===== config.mk =====
export PLATFORM = sky130hd
export DESIGN_NAME = nibble_serial_sub
export DESIGN_NICKNAME = d
export VERILOG_FILES = /design/src/rtl/nibble_serial_sub_pkg.sv /design/src/rtl/nibble_serial_sub_cla_4bit.sv /design/src/rtl/nibble_serial_sub.sv
export SDC_FILE = /design/constraint.sdc
export NUM_CORES = 1
export LEC_CHECK = 0
export BUFFER_PORTS_ARGS = -buffer_cell sky130_fd_sc_hd__clkbuf_2
export CAP_MARGIN = 10
export CORE_MARGIN = 3
export CORE_UTILIZATION = 35
export DETAILED_ROUTE_END_ITERATION = 7
export SLEW_MARGIN = 20
export SYNTH_ARGS = -nofsm -noshare
export SYNTH_HDL_FRONTEND = slang
export SYNTH_HIERARCHICAL = 1
export SYNTH_SLANG_ARGS = --single-unit

===== constraint.sdc =====
create_clock -name clk -period 7 [get_ports clk]
set_input_delay 0.7 -clock clk [delete_from_list [all_inputs] [get_ports clk]]
set_output_delay 0.7 -clock clk [all_outputs]
set_load 0.03 [all_outputs]

===== src/rtl/nibble_serial_sub_pkg.sv =====
`default_nettype none
// ============================================================================
//  Module      : nibble_serial_sub_pkg
//  Description : Shared arithmetic definitions for the nibble-serial
//                subtractor: FSM state encoding, nibble width and the
//                helper that derives the nibble count from the operand width.
//  Revision    : 1.0 - initial release
// ============================================================================
package nibble_serial_sub_pkg;

    // Width of one arithmetic slice; the datapath is walked in steps of this.
    localparam int NIB_W = 4;

    // Control states of the serial subtractor.
    typedef enum logic [1:0] {
        ST_IDLE = 2'd0,
        ST_BUSY = 2'd1,
        ST_DONE = 2'd2
    } state_e;

    // Number of slice passes needed for an operand of the given width.
    function automatic int nib_count(input int width);
        return width / NIB_W;
    endfunction

endpackage : nibble_serial_sub_pkg
`default_nettype wire


===== src/rtl/nibble_serial_sub_cla_4bit.sv =====
`default_nettype none
// ============================================================================
//  Module      : cla_4bit
//  Description : 4-bit carry-lookahead adder slice. Generate/propagate terms
//                feed flat lookahead equations so every carry is two gate
//                levels from the inputs.
//  Revision    : 1.0 - initial release
// ============================================================================
module cla_4bit (
    input  logic [3:0] a_i,
    input  logic [3:0] b_i,
    input  logic       cin_i,
    output logic [3:0] sum_o,
    output logic       cout_o
);

    logic [3:0] g;
    logic [3:0] p;
    logic [4:0] c;

    assign g = a_i & b_i;
    assign p = a_i ^ b_i;

    // Flat lookahead carries, each expressed directly from g, p and cin.
    always_comb begin
        c[0] = cin_i;
        c[1] = g[0] | (p[0] & cin_i);
        c[2] = g[1] | (p[1] & g[0]) | (p[1] & p[0] & cin_i);
        c[3] = g[2] | (p[2] & g[1]) | (p[2] & p[1] & g[0])
             | (p[2] & p[1] & p[0] & cin_i);
        c[4] = g[3] | (p[3] & g[2]) | (p[3] & p[2] & g[1])
             | (p[3] & p[2] & p[1] & g[0])
             | (p[3] & p[2] & p[1] & p[0] & cin_i);
    end

    assign sum_o  = p ^ c[3:0];
    assign cout_o = c[4];

endmodule : cla_4bit
`default_nettype wire


===== src/rtl/nibble_serial_sub.sv =====
`default_nettype none
// ============================================================================
//  Module      : nibble_serial_sub
//  Description : Multi-cycle WIDTH-bit subtractor computing a - b - bin one
//                nibble per clock through a single shared 4-bit CLA slice.
//                Subtraction is done as a + ~b + ~bin; the final carry is the
//                inverted borrow. Valid/ready handshake on both sides, result
//                held in DONE until the consumer takes it.
//  Revision    : 1.0 - initial release
// ============================================================================
module nibble_serial_sub
    import nibble_serial_sub_pkg::*;
#(
    parameter int WIDTH = 16
) (
    input  logic             clk,
    input  logic             rst,
    input  logic             in_valid,
    output logic             in_ready,
    input  logic [WIDTH-1:0] a,
    input  logic [WIDTH-1:0] b,
    input  logic             bin,
    output logic             out_valid,
    input  logic             out_ready,
    output logic [WIDTH-1:0] diff,
    output logic             bout,
    output logic             ovf
);

    localparam int NIB   = nib_count(WIDTH);
    localparam int K_W   = (NIB > 1) ? $clog2(NIB) : 1;
    localparam int IDX_W = $clog2(WIDTH);
    localparam int MSB   = WIDTH - 1;
    localparam logic [K_W-1:0] K_LAST = K_W'(NIB - 1);

    // Reject widths the slice cannot tile exactly.
    generate
        if ((WIDTH % NIB_W) != 0 || WIDTH < NIB_W) begin : g_width_check
            $error("nibble_serial_sub: WIDTH must be a multiple of 4 and >= 4");
        end
    endgenerate

    // ------------------------------------------------------------------
    // State and datapath registers
    // ------------------------------------------------------------------
    state_e           state_q,     state_d;
    logic [K_W-1:0]   k_q,         k_d;
    logic [WIDTH-1:0] a_q,         a_d;
    logic [WIDTH-1:0] bn_q,        bn_d;      // subtrahend, stored inverted
    logic             carry_q,     carry_d;   // running carry = ~borrow
    logic [WIDTH-1:0] work_q,      work_d;
    logic [WIDTH-1:0] diff_q,      diff_d;
    logic             bout_q,      bout_d;
    logic             ovf_q,       ovf_d;
    logic             in_ready_q,  in_ready_d;
    logic             out_valid_q, out_valid_d;

    // ------------------------------------------------------------------
    // Shared slice: nibble k of a and ~b plus the running carry
    // ------------------------------------------------------------------
    logic [IDX_W-1:0] nib_idx;
    logic [NIB_W-1:0] slice_a;
    logic [NIB_W-1:0] slice_b;
    logic [NIB_W-1:0] slice_sum;
    logic             slice_cout;

    assign nib_idx = IDX_W'(k_q) << $clog2(NIB_W);
    assign slice_a = a_q[nib_idx +: NIB_W];
    assign slice_b = bn_q[nib_idx +: NIB_W];

    cla_4bit u_cla (
        .a_i    (slice_a),
        .b_i    (slice_b),
        .cin_i  (carry_q),
        .sum_o  (slice_sum),
        .cout_o (slice_cout)
    );

    // State register and all datapath/output registers.
    always_ff @(posedge clk) begin
        if (rst) begin
            state_q     <= ST_IDLE;
            k_q         <= '0;
            a_q         <= '0;
            bn_q        <= '0;
            carry_q     <= 1'b0;
            work_q      <= '0;
            diff_q      <= '0;
            bout_q      <= 1'b0;
            ovf_q       <= 1'b0;
            in_ready_q  <= 1'b1;
            out_valid_q <= 1'b0;
        end else begin
            state_q     <= state_d;
            k_q         <= k_d;
            a_q         <= a_d;
            bn_q        <= bn_d;
            carry_q     <= carry_d;
            work_q      <= work_d;
            diff_q      <= diff_d;
            bout_q      <= bout_d;
            ovf_q       <= ovf_d;
            in_ready_q  <= in_ready_d;
            out_valid_q <= out_valid_d;
        end
    end

    // Next-state, nibble sequencing and result capture.
    always_comb begin
        state_d  = state_q;
        k_d      = k_q;
        a_d      = a_q;
        bn_d     = bn_q;
        carry_d  = carry_q;
        work_d   = work_q;
        diff_d   = diff_q;
        bout_d   = bout_q;
        ovf_d    = ovf_q;

        case (state_q)
            ST_IDLE: begin
                if (in_valid) begin
                    a_d     = a;
                    bn_d    = ~b;
                    carry_d = ~bin;
                    k_d     = '0;
                    state_d = ST_BUSY;
                end
            end

            ST_BUSY: begin
                work_d[nib_idx +: NIB_W] = slice_sum;
                carry_d                  = slice_cout;
                if (k_q == K_LAST) begin
                    // Last nibble: work_d now holds the full difference.
                    k_d     = '0;
                    diff_d  = work_d;
                    bout_d  = ~slice_cout;
                    // Operand signs differ (b's sign is ~bn) and result sign
                    // departs from the minuend's sign.
                    ovf_d   = (a_q[MSB] ^ ~bn_q[MSB]) & (work_d[MSB] ^ a_q[MSB]);
                    state_d = ST_DONE;
                end else begin
                    k_d = k_q + K_W'(1);
                end
            end

            ST_DONE: begin
                if (out_ready) begin
                    state_d = ST_IDLE;
                end
            end

            default: begin
                state_d = ST_IDLE;
            end
        endcase

        // Handshake flags are registered copies of the upcoming state.
        in_ready_d  = (state_d == ST_IDLE);
        out_valid_d = (state_d == ST_DONE);
    end

    assign in_ready  = in_ready_q;
    assign out_valid = out_valid_q;
    assign diff      = diff_q;
    assign bout      = bout_q;
    assign ovf       = ovf_q;

endmodule : nibble_serial_sub
`default_nettype wire


; Word-level counts from Yosys, hierarchy flattened
; Index checks and enable logic that the tools add are counted.
[word_totals]
word_cells = 74
in_bits = 37
out_inout_bits = 20
ff_bits = 73
[op_classes]
eq_ne = 5
n_addsub = 2
reduce_logical = 6
mux = 10
shifts = 4
n_bitwise = 36
[op_table]
columns = cell, n
row1 = variable part select 16 x 5 -> 4 bit, 2
row2 = AND 1 bit, 17
row3 = bitwise mux 16 bit, 1
row4 = inverter 16 bit, 1
row5 = "variable shift 4 x 6 -> 16 bit, first input constant", 1
row6 = variable part select 4 x 6 -> 16 bit, 1
row7 = two-way mux 2 bit, 5
row8 = OR 1 bit, 10
row9 = XOR 4 bit, 2
row10 = "equality test 2 bit, second input constant", 3
row11 = negation 4 -> 6 bit, 1
row12 = one-hot mux 2 bit (3 select lines), 1
row13 = AND reduction 2 bit, 3
row14 = AND 4 bit, 1
row15 = zero test 2 bit, 2
row16 = one-hot mux 2 bit (2 select lines), 1
row17 = inverter 1 bit, 3
row18 = "adder 2 x 1 -> 2 bit, second input constant", 1
row19 = "equality test 2 x 1 -> 1 bit, second input constant", 1
row20 = "inequality test 2 bit, second input constant", 1
row21 = one-hot mux 1 bit (2 select lines), 1
row22 = nonzero test 2 bit, 1
row23 = XOR 1 bit, 2
row24 = two-way mux 1 bit, 1

; Depth between registers and ports, before layout
[logic_depth]
ltp_word = 11
ltp_mapped = 10
depth_no_buf = 8

; Modules after synthesis
; The synthesis kept the hierarchy.
[modules_own_cells]
columns = mod, seq_area_each_um2, area_each_um2, cells_per_inst, instances
row1 = nibble_serial_sub, 1461.4, 3111.7, 332, 1
row2 = cla_4bit, 0.0, 147.6, 17, 1

; Worst setup path before layout
; Ideal clock, no wire load.
[synth_path]
path_kind = flip-flop to flip-flop
from = reg k_q[0]
to = reg ovf_q, in the netlist ovf
setup_slack_ps = 4074
n_path_buf = 2
path_stages_with_launch = 11
setup_time_ps = 130
t_required_ps = 6870
period_less_slack_ps = 2926
arrival_time_ps = 2796
path_cell_list = dfxtp_1 -> buf_2 -> buf_4 -> mux4_2 -> ha_1 -> a21o_1 -> a31o_1 -> xor2_1 -> and4bb_2 -> mux2i_1 -> o211ai_1
[synth_between]
word_cells_on_any_way = 28
classes_between = add/sub (1) / eq/ne (1) / shift (4) / mux (1) / bitwise (20) / reduce/logical (1)
[synth_lines]
columns = element, line
row1 = start: declaration, nibble_serial_sub.sv:47  ; logic [K_W-1:0] k_q, k_d;
row2 = start signal: assignment, nibble_serial_sub.sv:95  ; k_q <= k_d;
row3 = variable part select 16 x 5 -> 4 bit *, nibble_serial_sub.sv:68  ; assign slice_a = a_q[nib_idx +: NIB_W];
row4 = net slice_a[0], nibble_serial_sub.sv:62  ; logic [NIB_W-1:0] slice_a;
row5 = AND 4 bit / XOR 4 bit (equally long branches), "nibble_serial_sub_cla_4bit.sv:21, nibble_serial_sub_cla_4bit.sv:22"
row6 = "AND 1 bit, on equally long branches", "nibble_serial_sub_cla_4bit.sv:29, nibble_serial_sub_cla_4bit.sv:30"
row7 = OR 1 bit / AND 1 bit (equally long branches), "nibble_serial_sub_cla_4bit.sv:29, nibble_serial_sub_cla_4bit.sv:30"
row8 = OR 1 bit *, nibble_serial_sub_cla_4bit.sv:30  ; | (p[2] & p[1] & p[0] & cin_i);
row9 = XOR 4 bit *, nibble_serial_sub_cla_4bit.sv:36  ; assign sum_o = p ^ c[3:0];
row10 = net slice_sum[3], nibble_serial_sub.sv:64  ; logic [NIB_W-1:0] slice_sum;
row11 = variable part select 4 x 6 -> 16 bit *, nibble_serial_sub.sv:132  ; work_d[nib_idx +: NIB_W] = slice_sum;
row12 = bitwise mux 16 bit *, nibble_serial_sub.sv:132
row13 = XOR 1 bit *, nibble_serial_sub.sv:141  ; ovf_d = (a_q[MSB] ^ ~bn_q[MSB]) & (work_d[MSB] ^ a_q[MSB]);
row14 = AND 1 bit *, nibble_serial_sub.sv:141
row15 = end signal: assignment, nibble_serial_sub.sv:102  ; ovf_q <= ovf_d;
row16 = end: declaration, nibble_serial_sub.sv:54  ; logic ovf_q, ovf_d;
; Mark *: on every way through the listed nets, which the timed path passes. The rest lies on a longest branch.
; A chain may end at the register's enable or synchronous reset.

; Worst setup path in the final report
; Ends and elaborated chain as after synthesis.

==> impl_metrics.json <==
{
  "status": "complete, no violations",
  "synthTopCellsByArea": "dfxtp_1, a211oi_1, nor2_1, mux4_2, a21oi_1",
  "placed_area_sq_mm": 0.003533,
  "cts_tree": "built",
  "fin_util": 0.4203,
  "syn_inst": 349,
  "ys_seq_elements": 73,
  "muxShareOfSynthArea": 0.06449,
  "yosys.area.top_type_share": 0.4484,
  "grt_pass1_vias": 2560,
  "n_antenna_cell": 0,
  "gp_congestion": 0.7637,
  "synthXorXnorAreaFrac": 0.008061,
  "synth_area_sq_mm": 0.003259,
  "synth_nets": 397,
  "clk_pin_slew_worst_paths_ns": 0.08,
  "cts_root_buf": "clkbuf_8",
  "cp-end-kind": "flip-flop",
  "rsz0062_at_grt": "no",
  "post-place-ws_ns": 3.511,
  "wirelength_um": 7369,
  "cts.path.max_buffers": 2,
  "start_util": 0.3666,
  "htreeDepth": 3,
  "switchingPower_uw": 235.1,
  "hpwlAfterDp_um": 4997,
  "avgSynthCellArea_sq_um": 9.339,
  "synth_top_family_by_area": "simple AND/OR/NAND/NOR gates",
  "ys_types": 39,
  "pwr-share-clk": 0.366,
  "multi_input_area_sq_mm": 0.001612,
  "tns_ns": 0,
  "max_freq_mhz": 286.2,
  "crit_fanout": 20,
  "die_w_um": 102.5,
  "synth-simple-area-share": 0.1877,
  "p_seq_frac": 0.502,
  "slew_headroom": 0.3955,
  "fin_nets": 438,
  "portBuffers": 56,
  "min_path_type": "reg -> reg",
  "fp.dieH_um": 102.5,
  "max-cap-violations": 0,
  "nFillCells": 913,
  "min_period_over_period": 0.4992,
  "drcViolationCount": 0,
  "final-instance-count-excl-fill": 502,
  "dieArea_sq_mm": 0.01051,
  "cts.sinks": 73,
  "vias": 2621,
  "core_sq_mm": 0.008891,
  "combPwrFrac": 0.132,
  "drt_iter0_drc": 117,
  "cts_made_buffers": 9,
  "min_period_ns": 3.494,
  "holdWs_ns": 0.4555,
  "yosys_warnings": 6,
  "drtPass1Iterations": 4,
  "required_ns": 7.22,
  "setup_viol": 0,
  "irDropWorstVdd_mv": 0.1324,
  "swShare": 0.2607,
  "register_area_sq_mm": 0.001461,
  "synth_area_leader_cell": "dfxtp_1",
  "power.total_uw": 902.1,
  "ant_nets": 0,
  "rows": 34,
  "clk_latency_ns": 0.34,
  "p_leak_nw": 1.474,
  "post_cts.repair.setup_buffers": 0,
  "antenna_found_initial": 0,
  "ios": 57,
  "arrival_ns": 3.72,
  "tightest_slew_ns": 0.9055,
  "synth_compound_area_frac": 0.1854,
  "grt_max_degree": 75,
  "grt.overflow.total": 0,
  "slew_viol_final": 0,
  "detail_route.wl_per_cell_um": 14.68,
  "synthAdderAreaFrac": 0.04453,
  "cts_resized": 0,
  "place_inst": 487,
  "crit_path_start_kind": "flip-flop",
  "grtUsageTotal": 0.1455,
  "path_class": "reg -> reg",
  "grt_pass1_wl_um": 12140,
  "stdcell_area_sq_mm": 0.003737,
  "power_density_mw_per_mm2": 241.4,
  "report.final.hold_viol_count": 0,
  "areaGrowthSynthToFinish_pct": 14.66,
  "drive_above_1_share": 0.2234,
  "yosysSeqAreaShare": 0.4484,
  "setup_ws_ns": 3.506,
  "viasPerCell": 5.221,
  "skew_ns": 0.007710,
  "internal-power_uw": 666.9,
  "cts_hold_buf": 0
}
-- state kept, by name (all words and copies together) (netlist names) --
name       flops
in_ready       1
bout           1
state_q        2
a_q           16
ovf            1
k_q            2
diff          16
out_valid      1
carry_q        1
work_q        16
bn_q          16
-- power by group through the flow --
| stage | Sequential, mW | Clock (mW) | Combinational, mW |
|---|---|---|---|
| 2_1_floorplan | 0.455 | 0 | 0.0924 |
| 3_5_place_dp | 0.463 | 0 | 0.118 |
| 4_1_cts | 0.453 | 0.339 | 0.118 |
| 6_report | 0.453 | 0.330 | 0.119 |
| 5_1_grt | 0.457 | 0.353 | 0.132 |
| 3_3_place_gp | 0.463 | 0 | 0.114 |
-- path summary, 6_finish.rpt --
kind         depth (start not counted)  slack (ns)                       to                     from
max reg2reg                          8        3.51         ovf$_SDFFE_PP0P_      k_q[0]$_SDFFE_PP0P_
min reg2reg                          2        0.46  work_q[10]$_SDFFE_PP0P_  work_q[10]$_SDFFE_PP0P_
min                                  2        0.46  work_q[10]$_SDFFE_PP0P_  work_q[10]$_SDFFE_PP0P_
max                                  8        3.51         ovf$_SDFFE_PP0P_      k_q[0]$_SDFFE_PP0P_
-- area by class of cell --
type / count / area share
clock inverter: 2 / 0.01004
multi-input combinational: 238 / 0.4312
clock buffer: 13 / 0.04252
sequential: 73 / 0.3910
inverter: 10 / 0.01004
timing repair buffer: 58 / 0.07901
tap: 108 / 0.03616
-- synth_stat cells, drive strengths merged --
| master | count |
|---|---|
| clkbuf | 11 |
| nand3b | 5 |
| and2 | 1 |
| and2b | 1 |
| ha | 10 |
| mux4 | 8 |
| and4b | 1 |
| o21ai | 1 |
| mux2i | 3 |
| nor2b | 7 |
| buf | 17 |
| nor2 | 51 |
| o211ai | 1 |
| nor3b | 2 |
| dfxtp | 73 |
| o21bai | 1 |
| and4bb | 3 |
| or3b | 2 |
| nor3 | 8 |
| a211oi | 34 |
| nand2 | 37 |
| a31o | 1 |
| a22oi | 2 |
| o2111ai | 1 |
| a221oi | 9 |
| xor2 | 1 |
| inv | 10 |
| a32oi | 4 |
| fa | 1 |
| nand4 | 4 |
| a21oi | 30 |
| xnor2 | 2 |
| nand2b | 2 |
| and3b | 1 |
| a21o | 3 |
| nor4bb | 1 |
-- metal layers --
| metal | vias up | routed length, um | part of all wire | global-route usage |
|---|---|---|---|---|
| li1 | 1324 | - | - | - |
| met1 | 1234 | 3485 | 0.47 | 0.1922 |
| met2 | 53 | 3497 | 0.47 | 0.2378 |
| met3 | 10 | 304 | 0.041 | 0.03654 |
| met4 | 0 | 80 | 0.011 | 0.03935 |
| met5 | - | 0 | 0 | 0 |
-- critical path, cell delays in order (launching register included) --
cell      delay [ns]
dfxtp_1         0.92
mux4_2          0.63
ha_1            0.31
a21o_1          0.19
a31o_1          0.25
xor2_1          0.41
and4bb_2        0.34
mux2i_1         0.22
o211ai_1        0.12
-- layout by cell type, fill, tap and decap left out, drive strengths merged, types with 2 or more instances in the layout --
| cell | synthesis | routed |
|---|---|---|
| a32oi | 4 | 4 |
| nand2 | 37 | 37 |
| clkbuf | 11 | 69 |
| nand3b | 5 | 5 |
| inv | 10 | 10 |
| xnor2 | 2 | 2 |
| a21o | 3 | 3 |
| and4bb | 3 | 3 |
| nor3 | 8 | 8 |
| dfxtp | 73 | 73 |
| nor2 | 51 | 51 |
| ha | 10 | 10 |
| a211oi | 34 | 34 |
| nor2b | 7 | 7 |
| nand4 | 4 | 4 |
| mux2i | 3 | 3 |
| a22oi | 2 | 2 |
| or3b | 2 | 2 |
| nor3b | 2 | 2 |
| mux4 | 8 | 8 |
| a21oi | 30 | 30 |
| nand2b | 2 | 2 |
| a221oi | 9 | 9 |
| buf | 17 | 2 |
-- cells by family after synthesis --
kind of cell    Yosys count
mux                      11
flops                    73
compound gates           87
simple gates            126
fa+ha+maj                11
xor+xnor                  3
buf+inv                  38
(Power assumes the default switching activity.)
